File: src/rtl/range_reader.sv
// -----------------------------------------------------------------------------
// range_reader
//
// Host-side sequencer for the Collatz range block. An accepted req launches
// one batch on the range block (rgo pulse with rstart = base), waits for its
// done pulse, then reads back all RAM_WORDS iteration counts through the
// range block's read port (rstart used as the read address, rcount returned
// one cycle later). Each result is presented on a valid/ready interface,
// tagged with its starting number. The batch maximum and its argmax are
// tracked as results are accepted.
//
// Ports
//   clk        in   1   clock
//   reset      in   1   synchronous reset, active-high
//   req        in   1   start a batch (only honoured while idle)
//   base       in   32  first starting number, latched on accepted req
//   busy       out  1   high whenever a batch is in progress
//   rgo        out  1   go strobe to the range block
//   rstart     out  32  launch value / read address to the range block
//   rdone      in   1   done pulse from the range block
//   rcount     in   16  registered RAM read data from the range block
//   out_valid  out  1   result valid
//   out_ready  in   1   consumer accepts result
//   out_n      out  32  starting number of the result (base + idx, wraps)
//   out_count  out  16  iteration count for out_n
//   out_last   out  1   marks the final result of the batch
//   max_count  out  16  largest count accepted so far in this batch
//   max_n      out  32  starting number of max_count (earliest on ties)
//   batch_done out  1   one-cycle pulse after the final handshake
//   err        out  1   sticky timeout flag, cleared by next accepted req
// -----------------------------------------------------------------------------
module range_reader #(
    parameter int RAM_WORDS     = 16,
    parameter int RAM_ADDR_BITS = 4,
    parameter int TIMEOUT       = 1048576
) (
    input  logic        clk,
    input  logic        reset,
    input  logic        req,
    input  logic [31:0] base,
    output logic        busy,
    output logic        rgo,
    output logic [31:0] rstart,
    input  logic        rdone,
    input  logic [15:0] rcount,
    output logic        out_valid,
    input  logic        out_ready,
    output logic [31:0] out_n,
    output logic [15:0] out_count,
    output logic        out_last,
    output logic [15:0] max_count,
    output logic [31:0] max_n,
    output logic        batch_done,
    output logic        err
);

    localparam int TW = $clog2(TIMEOUT + 1);

    typedef enum logic [2:0] {
        S_IDLE   = 3'd0,
        S_LAUNCH = 3'd1,
        S_WAIT   = 3'd2,
        S_ADDR   = 3'd3,
        S_CAPT   = 3'd4,
        S_OUT    = 3'd5
    } state_t;

    state_t                   r_state;
    state_t                   w_next;

    logic [31:0]              r_base;
    logic [RAM_ADDR_BITS-1:0] r_idx;
    logic [TW-1:0]            r_timer;

    logic                     r_out_valid;
    logic [31:0]              r_out_n;
    logic [15:0]              r_out_count;
    logic                     r_out_last;
    logic [15:0]              r_max_count;
    logic [31:0]              r_max_n;
    logic                     r_batch_done;
    logic                     r_err;

    logic                     w_hs;
    logic                     w_timeout;
    logic                     w_last_idx;

    assign w_hs       = r_out_valid && out_ready;
    // WAIT lasts TIMEOUT cycles: timer values 0 .. TIMEOUT-1.
    assign w_timeout  = (r_timer == TW'(TIMEOUT - 1));
    assign w_last_idx = (r_idx == RAM_ADDR_BITS'(RAM_WORDS - 1));

    // State register
    always_ff @(posedge clk) begin
        if (reset) begin
            r_state <= S_IDLE;
        end else begin
            r_state <= w_next;
        end
    end

    // Next-state logic
    always_comb begin
        w_next = r_state;
        case (r_state)
            S_IDLE:   if (req) w_next = S_LAUNCH;
            S_LAUNCH: w_next = S_WAIT;
            S_WAIT: begin
                // rdone takes priority over a coincident timeout
                if (rdone) begin
                    w_next = S_ADDR;
                end else if (w_timeout) begin
                    w_next = S_IDLE;
                end
            end
            S_ADDR:   w_next = S_CAPT;
            S_CAPT:   w_next = S_OUT;
            S_OUT: begin
                if (w_hs) begin
                    w_next = r_out_last ? S_IDLE : S_ADDR;
                end
            end
            default:  w_next = S_IDLE;
        endcase
    end

    // Output logic (combinational from state, base and index)
    always_comb begin
        busy   = (r_state != S_IDLE);
        rgo    = (r_state == S_LAUNCH);
        rstart = 32'd0;
        case (r_state)
            S_LAUNCH, S_WAIT: rstart = r_base;
            S_ADDR:           rstart = 32'(r_idx);
            default:          rstart = 32'd0;
        endcase
    end

    // Batch bookkeeping, result register and max tracking
    always_ff @(posedge clk) begin
        if (reset) begin
            r_base       <= 32'd0;
            r_idx        <= '0;
            r_timer      <= '0;
            r_out_valid  <= 1'b0;
            r_out_n      <= 32'd0;
            r_out_count  <= 16'd0;
            r_out_last   <= 1'b0;
            r_max_count  <= 16'd0;
            r_max_n      <= 32'd0;
            r_batch_done <= 1'b0;
            r_err        <= 1'b0;
        end else begin
            r_batch_done <= 1'b0;
            case (r_state)
                S_IDLE: begin
                    if (req) begin
                        r_base      <= base;
                        r_max_count <= 16'd0;
                        r_max_n     <= base;
                        r_err       <= 1'b0;
                        r_idx       <= '0;
                    end
                end
                S_LAUNCH: begin
                    r_timer <= '0;
                end
                S_WAIT: begin
                    if (!rdone) begin
                        if (w_timeout) begin
                            r_err <= 1'b1;
                        end else begin
                            r_timer <= r_timer + 1'b1;
                        end
                    end
                end
                S_CAPT: begin
                    // rcount now holds mem[idx], registered on the ADDR edge
                    r_out_count <= rcount;
                    r_out_n     <= r_base + 32'(r_idx);
                    r_out_valid <= 1'b1;
                    r_out_last  <= w_last_idx;
                end
                S_OUT: begin
                    if (w_hs) begin
                        r_out_valid <= 1'b0;
                        // strict compare keeps the earliest n on ties
                        if (r_out_count > r_max_count) begin
                            r_max_count <= r_out_count;
                            r_max_n     <= r_out_n;
                        end
                        if (r_out_last) begin
                            r_batch_done <= 1'b1;
                        end else begin
                            r_idx <= r_idx + 1'b1;
                        end
                    end
                end
                default: begin
                end
            endcase
        end
    end

    assign out_valid  = r_out_valid;
    assign out_n      = r_out_n;
    assign out_count  = r_out_count;
    assign out_last   = r_out_last;
    assign max_count  = r_max_count;
    assign max_n      = r_max_n;
    assign batch_done = r_batch_done;
    assign err        = r_err;

endmodule

File: config.mk
export PLATFORM = sky130hd
export DESIGN_NAME = range_reader
export DESIGN_NICKNAME = d
export VERILOG_FILES = /design/src/rtl/range_reader.sv
export SDC_FILE = /design/constraint.sdc
export NUM_CORES = 1
export LEC_CHECK = 0
export BUFFER_PORTS_ARGS = -buffer_cell sky130_fd_sc_hd__buf_4
export CAP_MARGIN = 20
export CORE_MARGIN = 2
export CORE_UTILIZATION = 52
export CTS_BUF_LIST = sky130_fd_sc_hd__clkbuf_2
export CTS_CLUSTER_DIAMETER = 50
export DETAILED_ROUTE_END_ITERATION = 16
export HOLD_SLACK_MARGIN = 0.12
export PLACE_DENSITY = 0.78
export SLEW_MARGIN = 20
export SYNTH_ARGS = -nofsm -noshare
export SYNTH_HDL_FRONTEND = slang
export SYNTH_SLANG_ARGS = --single-unit
export TNS_END_PERCENT = 50
File: constraint.sdc
create_clock -name clk -period 5.6 [get_ports clk]
set_input_delay 0.28 -clock clk [delete_from_list [all_inputs] [get_ports clk]]
set_output_delay 0.28 -clock clk [all_outputs]
set_load 0.05 [all_outputs]
# Word-level counts from Yosys, hierarchy flattened
# Cells that the tools add are included.
totals:
  register_bits: 160
  out_inout_bits: 134
op_classes:
  addsub: 3
  n_lt_le_gt_ge: 1
  muxes: 29
  bitwise: 2
  n_eq_ne: 15
  n_reduce_logical: 16
op_table:
  columns: ["operator", "n"]
  rows:
  - ["$pmux 32 s2", 2]
  - ["$mux 32", 3]
  - ["$mux 16", 3]
  - ["$mux 21", 2]
  - ["$pmux 21 s2", 1]
  - ["$add 32x4->32", 1]
  - ["$pmux 16 s2", 1]
  - ["$add 21x1->21 const B", 1]
  - ["$eq 21x20->1 const B", 1]
  - ["$pmux 3 s6", 1]
  - ["$gt 16x16->1", 1]
  - ["$ne 2x2->1 const B", 7]
  - ["$mux 3", 4]
  - ["$mux 4", 3]
  - ["$reduce_and 4->1", 3]
  - ["$pmux 4 s2", 1]
  - ["$reduce_bool 2->1", 4]
  - ["$eq 3x2->1 const B", 2]
  - ["$eq 3x3->1 const B", 2]
  - ["$reduce_and 3->1", 2]
  - ["$mux 1", 5]
  - ["$add 4x1->4 const B", 1]
  - ["$eq 4x4->1 const B", 1]
  - ["$pmux 1 s2", 2]
  - ["10 further kinds", 12]

# Logic depth before layout (Yosys ltp)
# Gate-level depths: netlist of run 1.
logic_depth:
  word_depth: 4
  ltp_mapped: 10
  ltp_nobuf: 9

# Worst setup path before layout of run 1
# OpenSTA, ideal clock, no wires.
synth_path:
  path_kind: "flip-flop to flip-flop"
  from: "register r_max_count[14] (netlist: max_count[14])"
  to: "register r_max_n[23] (netlist: max_n[23])"
  required_time_ns: 5.514
  path_slack_ns: 3.131
  period_less_slack_ns: 2.469
  arrival_time_ns: 2.384
  n_path_buf: 2
  stages_incl_launch_ff: 11
  path_cell_list: "dfxtp_1 inv_1 ha_1 nand4_2 nor3_1 nor4_1 a211oi_2 buf_6 buf_6 nor2_1 a211oi_1"
synth_via:
  elab_chain_cells: 3
synth_rtl:
  columns: ["item", "line", "rtl"]
  rows:
  - ["start, declared", "79", "logic [15:0] r_max_count;"]
  - ["start signal, assigned", "189", "r_max_count <= r_out_count;"]
  - ["$gt 16x16->1", "188", "if (r_out_count > r_max_count) begin"]
  - ["$ne 2x2->1 (no source line)", null, null]
  - ["$reduce_and 4->1 (no source line)", null, null]
  - ["end signal, assigned", "160", "r_max_n <= base;"]
  - ["end signal, assigned", "190", "r_max_n <= r_out_n;"]
  - ["end, declared", "80", "logic [31:0] r_max_n;"]
# Every way passes these cells.
# A chain may end at the register's enable or synchronous reset.

# Final worst setup path of run 1
layout_path:
  from: "register r_state[0]"
  to: "output rstart[29]"
layout_via:
  elab_chain_cells: 3
  elab_cells_between_ends: 5
layout_rtl:
  columns: ["item", "line", "rtl"]
  rows:
  - ["start, declared", "68", "state_t r_state;"]
  - ["start signal, assigned", "98", "r_state <= w_next;"]
  - ["$eq 3x1->1 / $eq 3x2->1 (equally long branches)", "132", "case (r_state)"]
  - ["$reduce_or 2->1", "132", null]
  - ["$pmux 32 s2 *", "132", null]
  - ["end, declared", "43", "output logic [31:0] rstart,"]
# Every way passes the cells marked *; elsewhere a longest branch is shown, timed or not.

==> results.toml, run 1 <==
[cts]
clockBufferDepth = 2
worstSkewPairLatency_ns = 0.72
clkSlewWorstSetupHoldPaths_ns = 0.20
postCtsSetupRepairBufs = 0
ctsRootBufferMaster = "sky130_fd_sc_hd__clkbuf_2"
tritoncts = "built"
clock_sinks = 160
h-tree-depth = 4
cts-buffers-inserted = 17

[placement]
detailed_place.area_um2 = 9040
portBuffers = 186
detailed_place_hpwl_um = 13900
gp_routability_congestion = 0.814

[power]
comb_power_share = 0.407
switchingPower_uw = 1470
p_leak_uw = 0.00420
p_sw_frac = 0.430
share_clk_of_total_power = 0.180
power_per_cell_area_nw_per_um2 = 333
p_int_uw = 1950
peakVddDrop_uv = 216
sequentialPowerShare = 0.413

[routing]
routed_via_density = 5.57
top_signal_layer_used = "met4"
ant_nets = 0
routed_wire_length_per_instance_um = 16.5
route.met3.wl_um = 1570
total_via_count_after_detailed_routing = 7510
route.layer.met1.wl_um = 9430
route.met2.wl_um = 10900
wirelength_um = 22300
drc = 0
detail_route.first_pass.iterations = 5
drt-initial-drc-count = 499

[die]
dieArea_um2 = 15800
number_of_placement_rows = 44
design.portCount = 187
fp.coreArea_um2 = 14500
floorplan.die.height_um = 126
initial_utilization = 0.531
fp.dieW_um = 126

[sta]
max_clock_freq_mhz = 337
final_report_setup_violation_count = 0
max_slew.worst_pin.slew_ns = 1.07
slew-limit-headroom = 0.288
finalWorstPathRequiredPeriod_ns = 2.97
slew_viol_final = 0
clock_skew_after_layout_ns = 0.0288
hold_viol_final = 0
min_period_over_period = 0.530
fin_tns_setup_ns = 0
grt_setup_unrepaired = "no"

[hold_path]
min_path_cells = 4
hp-class = "in -> reg"
hold_start = "rcount[9]"
hold_end = "out_count[9]"

[synth]
ys_ff_latch = 160
yosys.cell_types.count = 57
synth-edff-count = 0
avgSynthCellArea_um2 = 8.56
yosys_most_used_dff = "sky130_fd_sc_hd__dfxtp_1"
synthesis.nets = 974
synth.yosys.warnings = 0
syn-cell-area_um2 = 7690
synthArstFlopShare = 0
netlist_instances = 898
synth_seq_area_share = 0.417

[final_layout]
drive_above_1_share = 0.212
postLayoutCellArea_um2 = 10300
num_antenna_cells = 0
filler_cell_count = 1142
multi_input_comb_area_um2 = 4050
layout.cells.most_common = "sky130_fd_sc_hd__buf_4"
final_net_count = 1228
mostFrequentLayoutCells = "sky130_fd_sc_hd__buf_4, sky130_fd_sc_hd__dfxtp_1, sky130_fd_sc_hd__nand2_1"
syn2layout_area_growth_pct = 33.6
seq_area_um2 = 3200

[worst_setup_path]
r2r_setup_slack_ns = 2.80
crit_arrival_ns = 2.69
worstPathBufferInverterCount = 2
critical_path.reg2reg.endpoint = "max_n[20]"
reg2reg_from = "max_count[14]"
timing.critical_path.slowest_stage_cell = "sky130_fd_sc_hd__dfxtp_1"
cp_top_family = "simple AND/OR/NAND/NOR gates"
crit_fanout = 28
critical-path-max-stage-delay_ns = 0.61
ff2ff_path_depth = 9
critical_path_class = "reg -> out"
crit_path_cell_trace = "nor2b_1 > or2_2 > nor2b_1 > buf_4 > and2_1 > buf_4"
timing.critical_path.required_ns = 5.32
critical_path.startpoint_type = "register"
setup.worst_path.end_class = "primary output"

[global_route]
globalRoute.totalOverflow = 0
wire_length_of_the_first_global_routing_pass_um = 35800
number_of_antenna_violations_at_the_first_check_in_global_routing = 0
first_global_vias = 7208
maximum_number_of_pins_on_one_net_before_global_route_repair = 98
grt_util_all_layers = 0.277

[run_status]
outcome = "complete, no violations"

[job]
drv.max_cap_violation_count = 0
metrics by stage:
step	setup WS (ns)	total power (uW)	hold WS [ns]	util	instances
floorplan	3.13	2360	0.416	-	898
finish	2.63	3420	0.395	0.710	1349
global placement	2.58	2690	0.432	0.624	1216
detailed placement	2.41	2710	0.435	0.625	1216
global route	2.41	3600	0.320	0.710	1349
CTS	2.34	3400	0.322	0.709	1348
tightest hold or removal path, delay by kind of cell:
family | cells | cell delay [ns]
buffers and inverters | 2 | 0.67
and+or+nand+nor | 1 | 0.07
AOI/OAI and AO/OA | 1 | 0.06
cell type report:
cell class	count	area share
clock buffers	20	0.00974
clock inverters	12	0.0116
inverters	27	0.00986
multi-input cells	651	0.394
flip-flops and latches	160	0.312
well taps	184	0.0224
repair buffers	295	0.240
flip-flops by register name, summed over array words and instances, names as in the netlist:
signal	flops
r_state	3
out_n	32
err	1
r_idx	4
out_count	16
out_last	1
r_timer	21
max_count	16
out_valid	1
batch_done	1
r_base	32
max_n	32
power by group through the flow:
stage	Clock (uW)	Combinational (uW)	Sequential, uW
4_1_cts	625	1370	1410
2_1_floorplan	0	666	1700
6_report	614	1390	1410
3_3_place_gp	0	1260	1430
5_1_grt	678	1480	1430
3_5_place_dp	0	1280	1430
timing repair:
item | 4_1_cts | 5_1_grt
gates resized for setup | 0 | 0
hold buffers | 100 | 0
endpoints found under the hold margin | 91 | 0
cell usage after synthesis (11+ instances only):
library cell | n | area [um^2]
sky130_fd_sc_hd__buf_2 | 11 | 55.1
sky130_fd_sc_hd__a21oi_1 | 75 | 375
sky130_fd_sc_hd__a22o_1 | 16 | 140
sky130_fd_sc_hd__xnor2_1 | 18 | 158
sky130_fd_sc_hd__and2_1 | 32 | 200
sky130_fd_sc_hd__a211oi_1 | 55 | 413
sky130_fd_sc_hd__ha_1 | 22 | 275
sky130_fd_sc_hd__nand4_1 | 15 | 93.8
sky130_fd_sc_hd__clkbuf_1 | 34 | 128
sky130_fd_sc_hd__nand2_1 | 131 | 492
sky130_fd_sc_hd__nand3_1 | 23 | 115
sky130_fd_sc_hd__inv_1 | 27 | 101
sky130_fd_sc_hd__o21ai_0 | 11 | 55.1
sky130_fd_sc_hd__dfxtp_1 | 160 | 3200
sky130_fd_sc_hd__xor2_1 | 23 | 201
sky130_fd_sc_hd__buf_6 | 11 | 124
sky130_fd_sc_hd__nor3_1 | 15 | 75.1
sky130_fd_sc_hd__mux2i_1 | 35 | 350
sky130_fd_sc_hd__nor2_1 | 91 | 342
cell families (layout without fill, tap and decap cells):
kind of cell / Yosys count / after routing / synth area share
multiplexers: 35 / 35 / 0.0456
flip-flops: 160 / 160 / 0.417
XOR/XNOR: 41 / 41 / 0.0467
AO/OA/AOI/OAI: 192 / 192 / 0.167
AND/OR/NAND/NOR: 360 / 360 / 0.228
adder cells (fa/ha/maj): 23 / 23 / 0.0384
buffers and inverters: 87 / 354 / 0.0581
how the worst max path moves through the flow:
stage | slack [ns] | cells past startpoint | endpoint | startpoint
detailed placement | 2.41 | 9 | max_n[20] | max_count[14]
floorplan | 3.13 | 10 | max_n[23] | max_count[14]
global route | 2.41 | 6 | rstart[29] | r_state[0]
global placement | 2.58 | 9 | max_n[1] | max_count[14]
CTS | 2.34 | 9 | max_n[27] | max_count[14]
finish | 2.63 | 6 | rstart[29] | r_state[0]
per-layer routing:
metal / GRT usage / up-vias
met5: 0 / -
met2: 0.471 / 254
met4: 0.0869 / 0
met1: 0.339 / 3568
li1: - / 3651
met3: 0.0809 / 37
(Power assumes the default switching activity.)
==> run 2: changes to the inputs <==
Settings changed: CORE_UTILIZATION 52 to 50.
Clock period 5.6 ns to 2.5 ns, I/O delays scaled along.
==> run 2 against run 1 <==
Net effect:
- highest routed layer unchanged
- hold slack got worse by 0.23 ns
- flip-flop and latch count unchanged
- cell area grew 7.5%
- register-to-register slack got worse by 2.7 ns
- clock power up 110%
==> results.toml, run 2 (synthesized netlist as in run 1, its figures left out) <==
[power]
p_int_uw = 4590
comb_power_share = 0.452
peakVddDrop_uv = 473
share_clk_of_total_power = 0.158
p_leak_uw = 0.00439
p_sw_frac = 0.433
power_per_cell_area_nw_per_um2 = 734
post-layout-total-power_uw = 8100
switchingPower_uw = 3510
sequentialPowerShare = 0.390

[global_route]
maximum_number_of_pins_on_one_net_before_global_route_repair = 78
globalRoute.totalOverflow = 0
first_global_vias = 7826
wire_length_of_the_first_global_routing_pass_um = 38600
number_of_antenna_violations_at_the_first_check_in_global_routing = 1
grt_util_all_layers = 0.294

[routing]
ant_nets = 0
drt-initial-drc-count = 552
routed_via_density = 5.64
drc = 0
routed_wire_length_per_instance_um = 17.5
total_via_count_after_detailed_routing = 7986
detail_route.first_pass.iterations = 6
wirelength_um = 24800

[worst_setup_path]
worstSetupStartpoint = "r_state[0]"
crit_path_cell_trace = "nor2b_2 > or2_4 > nor2b_4 > buf_6 > and2_1 > buf_6"
reg2reg_from = "max_count[11]"
crit_fanout = 7
timing.critical_path.slowest_stage_cell = "sky130_fd_sc_hd__dfxtp_4"
worstPathBufferInverterCount = 2
crit_arrival_ns = 2.31
path_common_cell = "sky130_fd_sc_hd__buf_6"
cp_top_family = "simple AND/OR/NAND/NOR gates"
timing.critical_path.required_ns = 2.38
critical_path.startpoint_type = "register"
critical_path_class = "reg -> out"
setup.worst_path.end_class = "primary output"
critical-path-max-stage-delay_ns = 0.40

[placement]
detailed_place_hpwl_um = 14500
detailed_place.area_um2 = 9190
portBuffers = 186
place.detailed.instances = 1236
gp_routability_congestion = 0.822
dp_worst_setup_slack_ns = 0.0875

[cts]
tritoncts = "built"
clkSlewWorstSetupHoldPaths_ns = 0.20
ctsRootBufferMaster = "sky130_fd_sc_hd__clkbuf_2"
clockBufferDepth = 2
cts-buffers-inserted = 17
h-tree-depth = 4
clock_sinks = 160
worstSkewPairLatency_ns = 0.78

[run_status]
outcome = "complete, no violations"

[final_layout]
drive_above_1_share = 0.240
layout.cells.most_common = "sky130_fd_sc_hd__buf_4"
util_after_layout = 0.732
syn2layout_area_growth_pct = 43.6
multi_input_comb_area_um2 = 4120
filler_cell_count = 1079
final_cells = 1416
postLayoutCellArea_um2 = 11000
mostFrequentLayoutCells = "sky130_fd_sc_hd__buf_4, sky130_fd_sc_hd__dfxtp_1, sky130_fd_sc_hd__dlygate4sd3_1"
seq_area_um2 = 3220
final_net_count = 1290

[hold_path]
hp-class = "in -> reg"
hold_start = "rcount[3]"

[die]
dieArea_um2 = 16400
floorplan.die.height_um = 128
design.portCount = 187
fp.coreArea_um2 = 15100
number_of_placement_rows = 45
fp.dieW_um = 128
initial_utilization = 0.510

[sta]
post-route-worst-setup-slack_ns = 0.0673
grt_setup_unrepaired = "yes"
clock_skew_after_layout_ns = 0.0386
slew-limit-headroom = 0.428
hold_viol_final = 0
slew_viol_final = 0
final_report_setup_violation_count = 0
max_slew.worst_pin.slew_ns = 0.859
finalWorstPathRequiredPeriod_ns = 2.43
max_clock_freq_mhz = 411
min_period_over_period = 0.973

[job]
drv.max_cap_violation_count = 0
-- run 2: worst min-delay path, cell delays in order --
cell	delay, ns
sky130_fd_sc_hd__dlygate4sd3_1	0.54
sky130_fd_sc_hd__buf_4	0.13
sky130_fd_sc_hd__nand2_1	0.05
sky130_fd_sc_hd__a21oi_1	0.05
-- run 2: final timing paths --
kind	to	slack [ns]	depth (start not counted)
worst max-delay path	rstart[28]	0.07	6
worst min-delay path	out_count[3]	0.17	4
worst min register to register	r_timer[20]	0.46	1
worst max register to register	max_n[20]	0.09	10
-- run 2: area by class of cell --
class,count,share of cell area
diodes,1,0.000227
clock buffers,19,0.00861
multi-input cells,651,0.373
repair buffers,357,0.287
flip-flops and latches,160,0.292
clock inverters,13,0.00884
well taps,188,0.0213
inverters,27,0.00918
-- run 2: per-stage QoR --
step | setup TNS, ns | hold WS [ns]
detailed placement | 0 | 0.384
floorplan | 0 | 0.261
global placement | 0 | 0.377
finish | 0 | 0.170
CTS | 0 | 0.125
global route | -0.747 | 0.136
-- run 2: per-layer routing --
layer / track usage / share of wire / up-vias / routed length, um
li1: - / - / 3767 / -
met1: 0.361 / 0.41 / 3827 / 10200
met2: 0.504 / 0.49 / 336 / 12100
met3: 0.0764 / 0.078 / 56 / 1930
met4: 0.0976 / 0.023 / 0 / 581
met5: 0 / 0 / - / 0
-- run 2: power by group through the flow --
stage / Combinational (uW) / Sequential [uW] / Clock [uW]
finish: 3660 / 3160 / 1280
global route: 3880 / 3200 / 1400
CTS: 3320 / 3140 / 1280
detailed placement: 2930 / 3210 / 0
global placement: 2880 / 3200 / 0
floorplan: 1490 / 3800 / 0
-- run 2: repair_timing --
| item | in CTS | in global routing |
|---|---|---|
| gates cloned | 2 | 2 |
| pin swaps | 0 | 2 |
| resized for setup | 12 | 36 |
| endpoints found under the setup margin | 32 | 96 |
| hold buffers | 134 | 2 |
| setup buffers | 3 | 4 |
| hold endpoints to repair | 141 | 2 |
